<file path="src/rtl/eth_speed_pkg.sv">
// eth_speed_pkg: shared types and constants for the RGMII link-speed detector.
//
// Contents
//   speed_t          2-bit link speed code (00=10M, 01=100M, 10=1000M)
//   SPEED_RST        speed presented out of reset
//   sanitize_speed() maps a raw 2-bit code onto a legal speed_t
package eth_speed_pkg;

    typedef enum logic [1:0] {
        SPEED_10M   = 2'b00,
        SPEED_100M  = 2'b01,
        SPEED_1000M = 2'b10
    } speed_t;

    localparam speed_t SPEED_RST = SPEED_1000M;

    // Code 2'b11 has no meaning on the MAC side; fold it onto gigabit.
    function automatic speed_t sanitize_speed(input logic [1:0] code);
        if (code == 2'b11) begin
            return SPEED_1000M;
        end
        return speed_t'(code);
    endfunction

endpackage

</file>
<file path="src/rtl/eth_sync_edge.sv">
// eth_sync_edge: multi-flop synchroniser for an asynchronous toggle plus an
// edge detector on the synchronised level.
//
// Ports
//   clk       in   destination clock
//   rst_n     in   asynchronous active-low reset
//   async_in  in   toggle from a foreign clock domain
//   edge_o    out  high for one clk cycle after each toggle of async_in
//
// A toggle is counted by the consumer SYNC_STAGES+1 cycles after it is
// launched: SYNC_STAGES cycles through the chain, then the edge cycle.
module eth_sync_edge #(
    parameter int unsigned SYNC_STAGES = 3
) (
    input  logic clk,
    input  logic rst_n,
    input  logic async_in,
    output logic edge_o
);

    logic [SYNC_STAGES-1:0] sync_q;
    logic                   last_q;

    always_ff @(posedge clk or negedge rst_n) begin
        if (!rst_n) begin
            sync_q <= '0;
            last_q <= 1'b0;
        end else begin
            sync_q <= {sync_q[SYNC_STAGES-2:0], async_in};
            last_q <= sync_q[SYNC_STAGES-1];
        end
    end

    // Either polarity of the toggle is an edge.
    assign edge_o = sync_q[SYNC_STAGES-1] ^ last_q;

endmodule

</file>
<file path="src/rtl/eth_speed_detect.sv">
// eth_speed_detect: classifies the RGMII receive clock as 10M, 100M or 1000M
// by counting synchronised prescaler toggles against the local reference clock.
//
// Ports
//   clk              in   reference clock (gtx_clk domain)
//   rst_n            in   asynchronous active-low reset
//   en               in   measurement enable; low clears counters, holds speed
//   rx_prescale_tgl  in   asynchronous toggle from the rx domain
//   cfg_force_en     in   software override of speed
//   cfg_force_speed  in   forced speed code (11 treated as 10)
//   speed            out  filtered link speed, reset 1000M
//   mii_select       out  high for 10M/100M (MII mode), reset 0
//   speed_chg        out  one-cycle pulse when speed changes
//   meas_valid       out  one-cycle pulse at every window end
//   meas_speed       out  raw candidate from the last window, reset 1000M
//   link_down        out  set after LOSS_WINDOWS consecutive edge-free windows
//
// A window closes either when the edge counter fills (fast clock: compare the
// elapsed reference count with THRESH_100M) or when the reference counter
// fills first (slow or absent clock: 10M). The cycle after a window end (StEnd)
// applies the hysteresis decision, so speed moves one cycle after meas_valid.
module eth_speed_detect
    import eth_speed_pkg::*;
#(
    parameter int unsigned REF_CNT_W    = 7,
    parameter int unsigned EDGE_CNT_W   = 2,
    parameter int unsigned THRESH_100M  = 32,
    parameter int unsigned STABLE_CNT   = 2,
    parameter int unsigned SYNC_STAGES  = 3,
    parameter int unsigned LOSS_WINDOWS = 4
) (
    input  logic       clk,
    input  logic       rst_n,
    input  logic       en,
    input  logic       rx_prescale_tgl,
    input  logic       cfg_force_en,
    input  logic [1:0] cfg_force_speed,
    output logic [1:0] speed,
    output logic       mii_select,
    output logic       speed_chg,
    output logic       meas_valid,
    output logic [1:0] meas_speed,
    output logic       link_down
);

    localparam logic [REF_CNT_W-1:0] THRESH_REF = REF_CNT_W'(THRESH_100M);
    localparam logic [3:0]           STABLE_M   = 4'(STABLE_CNT);
    localparam logic [7:0]           LOSS_M     = 8'(LOSS_WINDOWS);

    typedef enum logic {
        StCount,
        StEnd
    } win_state_t;

    logic                  rx_edge;
    win_state_t            state_q;
    logic [REF_CNT_W-1:0]  ref_cnt_q;
    logic [EDGE_CNT_W-1:0] edge_cnt_q;
    logic [3:0]            match_cnt_q;
    logic [7:0]            idle_cnt_q;
    speed_t                speed_q;
    speed_t                meas_speed_q;
    logic                  mii_select_q;
    logic                  speed_chg_q;
    logic                  meas_valid_q;
    logic                  link_down_q;

    logic       edge_end;
    logic       ovf_end;
    logic       win_end;
    speed_t     cand;
    speed_t     force_spd;
    logic [3:0] match_next;
    logic [7:0] idle_next;
    logic       hyst_take;

    eth_sync_edge #(
        .SYNC_STAGES (SYNC_STAGES)
    ) u_sync_edge (
        .clk      (clk),
        .rst_n    (rst_n),
        .async_in (rx_prescale_tgl),
        .edge_o   (rx_edge)
    );

    always_comb begin
        edge_end  = &edge_cnt_q;
        ovf_end   = &ref_cnt_q;
        // Edge termination takes priority when both counters fill together.
        win_end   = en && (edge_end || ovf_end);
        force_spd = sanitize_speed(cfg_force_speed);

        if (edge_end) begin
            cand = (ref_cnt_q >= THRESH_REF) ? SPEED_100M : SPEED_1000M;
        end else begin
            cand = SPEED_10M;
        end

        if (cand == meas_speed_q) begin
            match_next = (match_cnt_q >= STABLE_M) ? STABLE_M : match_cnt_q + 4'd1;
        end else begin
            match_next = 4'd1;
        end

        idle_next = (idle_cnt_q >= LOSS_M) ? LOSS_M : idle_cnt_q + 8'd1;

        hyst_take = en && (state_q == StEnd) && (match_cnt_q == STABLE_M)
                    && (meas_speed_q != speed_q);
    end

    always_ff @(posedge clk or negedge rst_n) begin
        if (!rst_n) begin
            state_q      <= StCount;
            ref_cnt_q    <= '0;
            edge_cnt_q   <= '0;
            match_cnt_q  <= '0;
            idle_cnt_q   <= '0;
            speed_q      <= SPEED_RST;
            meas_speed_q <= SPEED_RST;
            mii_select_q <= 1'b0;
            speed_chg_q  <= 1'b0;
            meas_valid_q <= 1'b0;
            link_down_q  <= 1'b0;
        end else begin
            speed_chg_q  <= 1'b0;
            meas_valid_q <= 1'b0;

            // Speed update: software override first, then the hysteresis
            // decision taken in the cycle after a window end.
            if (cfg_force_en) begin
                speed_q      <= force_spd;
                mii_select_q <= (force_spd != SPEED_1000M);
                speed_chg_q  <= (force_spd != speed_q);
            end else if (hyst_take) begin
                speed_q      <= meas_speed_q;
                mii_select_q <= (meas_speed_q != SPEED_1000M);
                speed_chg_q  <= 1'b1;
            end

            if (!en) begin
                state_q     <= StCount;
                ref_cnt_q   <= '0;
                edge_cnt_q  <= '0;
                match_cnt_q <= '0;
                idle_cnt_q  <= '0;
            end else if (win_end) begin
                state_q      <= StEnd;
                // An edge arriving in the closing cycle is dropped on purpose.
                ref_cnt_q    <= '0;
                edge_cnt_q   <= '0;
                meas_speed_q <= cand;
                meas_valid_q <= 1'b1;
                match_cnt_q  <= match_next;
                if (edge_cnt_q != '0) begin
                    idle_cnt_q  <= '0;
                    link_down_q <= 1'b0;
                end else begin
                    // Zero edges implies the window closed by overflow.
                    idle_cnt_q <= idle_next;
                    if (idle_next == LOSS_M) begin
                        link_down_q <= 1'b1;
                    end
                end
            end else begin
                state_q    <= StCount;
                ref_cnt_q  <= ref_cnt_q + REF_CNT_W'(1);
                edge_cnt_q <= edge_cnt_q + EDGE_CNT_W'(rx_edge);
            end
        end
    end

    assign speed      = speed_q;
    assign mii_select = mii_select_q;
    assign speed_chg  = speed_chg_q;
    assign meas_valid = meas_valid_q;
    assign meas_speed = meas_speed_q;
    assign link_down  = link_down_q;

endmodule

</file>
<file path="config.mk">
export PLATFORM = sky130hd
export DESIGN_NAME = eth_speed_detect
export DESIGN_NICKNAME = d
export VERILOG_FILES = /design/src/rtl/eth_speed_pkg.sv /design/src/rtl/eth_sync_edge.sv /design/src/rtl/eth_speed_detect.sv
export SDC_FILE = /design/constraint.sdc
export NUM_CORES = 1
export LEC_CHECK = 0
export BUFFER_PORTS_ARGS = -buffer_cell sky130_fd_sc_hd__buf_2
export CORE_AREA = 5 5 73 75
export DETAILED_ROUTE_END_ITERATION = 6
export DIE_AREA = 0 0 78 80
export PLACE_DENSITY = 0.54
export SYNTH_ARGS = -nofsm -noshare
export SYNTH_HDL_FRONTEND = slang
export SYNTH_SLANG_ARGS = --single-unit
export TNS_END_PERCENT = 30
</file>
<file path="constraint.sdc">
create_clock -name clk -period 1.7 [get_ports clk]
set_clock_uncertainty 0.05 [all_clocks]
set_input_delay 0.085 -clock clk [delete_from_list [all_inputs] [get_ports clk]]
set_output_delay 0.085 -clock clk [all_outputs]
set_load 0.05 [all_outputs]
</file>
==> results by group <==
Clocking
  • Clock sink count: 33
  • CTS tree: built
  • Max Buffers Root-to-Sink: 2
  • Worst-skew pair later-pin latency: 0.28 ns
  • H-tree depth: 2
  • Clock root buffer: clkbuf_8
  • Worst-path clk slew: 0.07 ns
  • Post-CTS Setup Inserts: 0
  • TritonCTS Buffers: 5

Pwr
  • Combinational share of power: between 10% and 20%
  • Total Power: 1.984 mW
  • Pleak: approximately 0.90 nW
  • Sequential group share of total power: between 40% and 50%
  • Power Dens Cells: 1066 nW/um^2
  • Sw Ratio: 28.22%
  • Clock Power Share: 37.8%
  • Net switching power: 0.5600 mW
  • Internal: 1.424 mW
  • Worst VDD drop: 325.6 uV

STA
  • Setup_tns: 0 ns
  • Max-Slew Margin vs Limit: 51.51%
  • Final Cycle Share: 95.12%
  • Final setup violating endpoints: 0
  • Pins Over Slew Limit: 0
  • F_max: 618.4 MHz
  • Final worst path period need: 1.617 ns
  • Final Hold Viols: 0
  • Unrepaired setup endpoints after global routing: no
  • Slew @ Worst Pin: between 0.7 and 0.8 ns

Finish
  • Register area: 828.3 sq um
  • N_diodes: 0
  • Share of post-route cells with drive strength above 1: 19.76%
  • Final net count: 180
  • Synthesis-to-finish area growth: 19.14%
  • Fin cells: about 220
  • Fillcell total: approximately 450
  • Multi-input logic area: 690.7 sq um
  • Core Util, Final: 40.49%

Die
  • Row count: 25
  • Ports: 15
  • Die X: 78 um
  • Starting Density: 33.99%
  • Die area: between 6000 and 7000 sq um
  • Die Ht: 80 um
  • Core area: 4598 sq um

Synth
  • Number of library cell types mapped by synthesis: 45
  • YS warnings: 0
  • Seq/Total Area, Yosys: 53.00%
  • Mux cell area share after synthesis: 2.082%
  • Simple-gate area share of the yosys netlist: 19.38%
  • Post-Synth Adder-Cell Area: ~5.6%
  • Xor/xnor share of the synthesized area: 5.044%
  • Syn Area/Cell: 11.01 sq um
  • Mapped Area: 1563 sq um
  • Complex-gate fraction of the synthesized area: around an eighth
  • Largest family of logic cells by synthesized area: simple AND/OR/NAND/NOR gates
  • Post-synthesis cell count: around 140
  • Syn nets: roughly 160
  • #FFs+latches synth: 33

Setup path
  • Reg2reg end: idle_cnt_q[1]
  • Startpoint types: register
  • Critical Path End: idle_cnt_q[1]
  • FF-to-FF path depth: 5
  • CP endpoint kind: register
  • Reg-to-Reg Start: ref_cnt_q[0]
  • Setup CP Type: register to register
  • WP data required: 1.86 ns
  • R2R setup slack: 0.08 ns
  • Critical Path AT: 1.77 ns
  • Critical Path Start: ref_cnt_q[0]
  • Worst Path Max Fanout: 7

Place
  • PortBufs: 14
  • Placed cells: ~210
  • DP Wirelength: 2095 um
  • Routability congestion estimate: 0.7586

Detailed routing
  • Final wirelength: around 3000 um
  • Vias/cell: 5.014
  • Detailed-route DRC error count: 0
  • Via count: 1,108
  • WL per Instance: approximately 13 um
  • Initial DRC Count: 64
  • Detailed Routing Iterations Pass 1: 4
  • ANT nets after route: 0

Global routing
  • Global route overflow: 0
  • GRT Resource Usage Total: 10.74%
  • Largest net degree at the start of global routing: 34
  • Antenna violations before repair: 0
  • Vias in the first global route: 1,144
  • First-pass GRT wire length: slightly above 5000 um

Flow run
  • Max-cap violations: 0

Hold path
  • Hold Path Class: input pin to register

Status
  • Outcome: finished clean
## state kept, by name, indices dropped and copies added, names as in the netlist
signal              cells
edge_cnt_q              2
idle_cnt_q              8
ref_cnt_q               7
mii_select              1
u_sync_edge.sync_q      3
meas_speed              2
match_cnt_q             4
meas_valid              1
link_down               1
speed_chg               1
u_sync_edge.last_q      1
speed                   2
## power by group through the flow
stage | Clock (mW) | Sequential (mW) | Combinational [mW]
2_1_floorplan | 0 | 1.01 | 0.121
5_1_grt | 0.821 | 0.894 | 0.378
4_1_cts | 0.776 | 0.889 | 0.349
3_3_place_gp | 0 | 0.903 | 0.335
3_5_place_dp | 0 | 0.904 | 0.340
6_report | 0.751 | 0.888 | 0.346
## worst min path at each step
stage | start | endpoint | slack (ns) | cells past startpoint
5_1_grt | cfg_force_speed[0] | speed[0] | 0.16 | 4
4_1_cts | cfg_force_speed[0] | speed[0] | 0.13 | 4
3_3_place_gp | rst_n | idle_cnt_q[5] | 0.13 | 1
3_5_place_dp | rst_n | idle_cnt_q[7] | 0.14 | 1
6_report | cfg_force_speed[0] | speed[0] | 0.13 | 4
2_1_floorplan | rst_n | edge_cnt_q[0] | -0.26 | 0
## final cells by class
type	instances	area share, %
sequential	33	44.49
inverter	9	1.815
clock inverter	1	1.613
clock buffer	7	4.637
multi-input combinational	97	37.10
tap	54	3.629
timing repair buffer	20	6.720
## metrics by stage
stage               setup WS, ns  hold slack [ns]  instance area (sq um)
floorplan               -0.01795          -0.2606                   1569
global placement          0.1237           0.1328                   1702
detailed placement       0.09059           0.1397                   1702
CTS                      0.07093           0.1261                   1858
global route           0.0008904           0.1640                   1862
finish                   0.08298           0.1342                   1862
## Yosys cell counts
library cell,count,area (sq um)
clkbuf_1,1,3.750
a21oi_2,2,17.52
nor2_1,15,56.30
or4_4,1,11.26
buf_2,2,10.01
nand3_1,1,5.000
inv_1,8,30.03
nor4_2,1,12.51
o21a_1,1,7.510
o32ai_1,1,8.760
mux2_1,2,22.52
nand2_2,1,6.260
xnor2_1,4,35.03
o21ai_0,4,20.02
o21ai_1,1,5.000
inv_2,1,3.750
o22a_1,1,8.760
mux2i_1,1,10.01
dfrtp_1,31,775.7
nor4_1,2,12.51
nor3_4,1,16.27
and4b_1,1,10.01
o2bb2ai_1,1,8.760
o211a_1,1,10.01
nor3_1,1,5.000
and2_1,9,56.30
and3_1,4,25.02
o22ai_1,1,6.260
nand4_1,2,12.51
nand3b_1,2,15.01
nand2_1,8,30.03
a2111oi_0,1,8.760
a311o_1,1,10.01
o21bai_1,1,7.510
xor2_1,5,43.79
o31ai_1,1,7.510
a22o_1,3,26.28
dfstp_2,2,52.55
a41o_1,1,10.01
and4_1,1,8.760
or3_1,2,12.51
a21boi_0,1,7.510
nor3b_1,1,7.510
ha_1,7,87.58
a21oi_1,3,15.01
## worst max-delay path, cell delays in order, from the launching register on
cell     delay (ns)
dfrtp_1        0.41
ha_1           0.25
nand4_1        0.13
nor2_1         0.08
or3_1          0.44
o22ai_1        0.18
## timing repair
action	4_1_cts	5_1_grt
gates resized for setup	0	1
hold endpoints to repair	33	0
setup endpoints to repair	0	2
hold buffers	4	0
## cells by family (layout without fill, tap and decap cells)
logic type,count (synthesis),count (layout)
AO/OA/AOI/OAI,25,25
buffers and inverters,12,37
flip-flops,33,33
XOR/XNOR,9,9
AND/OR/NAND/NOR,53,53
adder cells (fa/ha/maj),7,7
multiplexers,3,3
## per-layer routing
metal	global-route usage, %	up-vias	share of wire (%)
li1	-	543	-
met1	12.17	543	46
met2	17.70	15	48
met3	3.837	7	4.0
met4	5.574	0	2.0
met5	0	-	0
## cells in the final DEF, fill, tap and decap left out, types with 2 or more instances in the layout
cell type and instances:
a21oi_1 3, a21oi_2 2, a22o_1 3, and2_1 9, and3_1 4, buf_2 14, buf_4 2, clkbuf_8 6
dfrtp_1 31, dfstp_2 2, dlygate4sd3_1 4, ha_1 7, inv_1 8, mux2_1 2, nand2_1 8, nand3b_1 2
nand4_1 2, nor2_1 15, nor4_1 2, o21ai_0 4, or3_1 2, xnor2_1 4, xor2_1 5
Power figures use the tool's default switching activity.
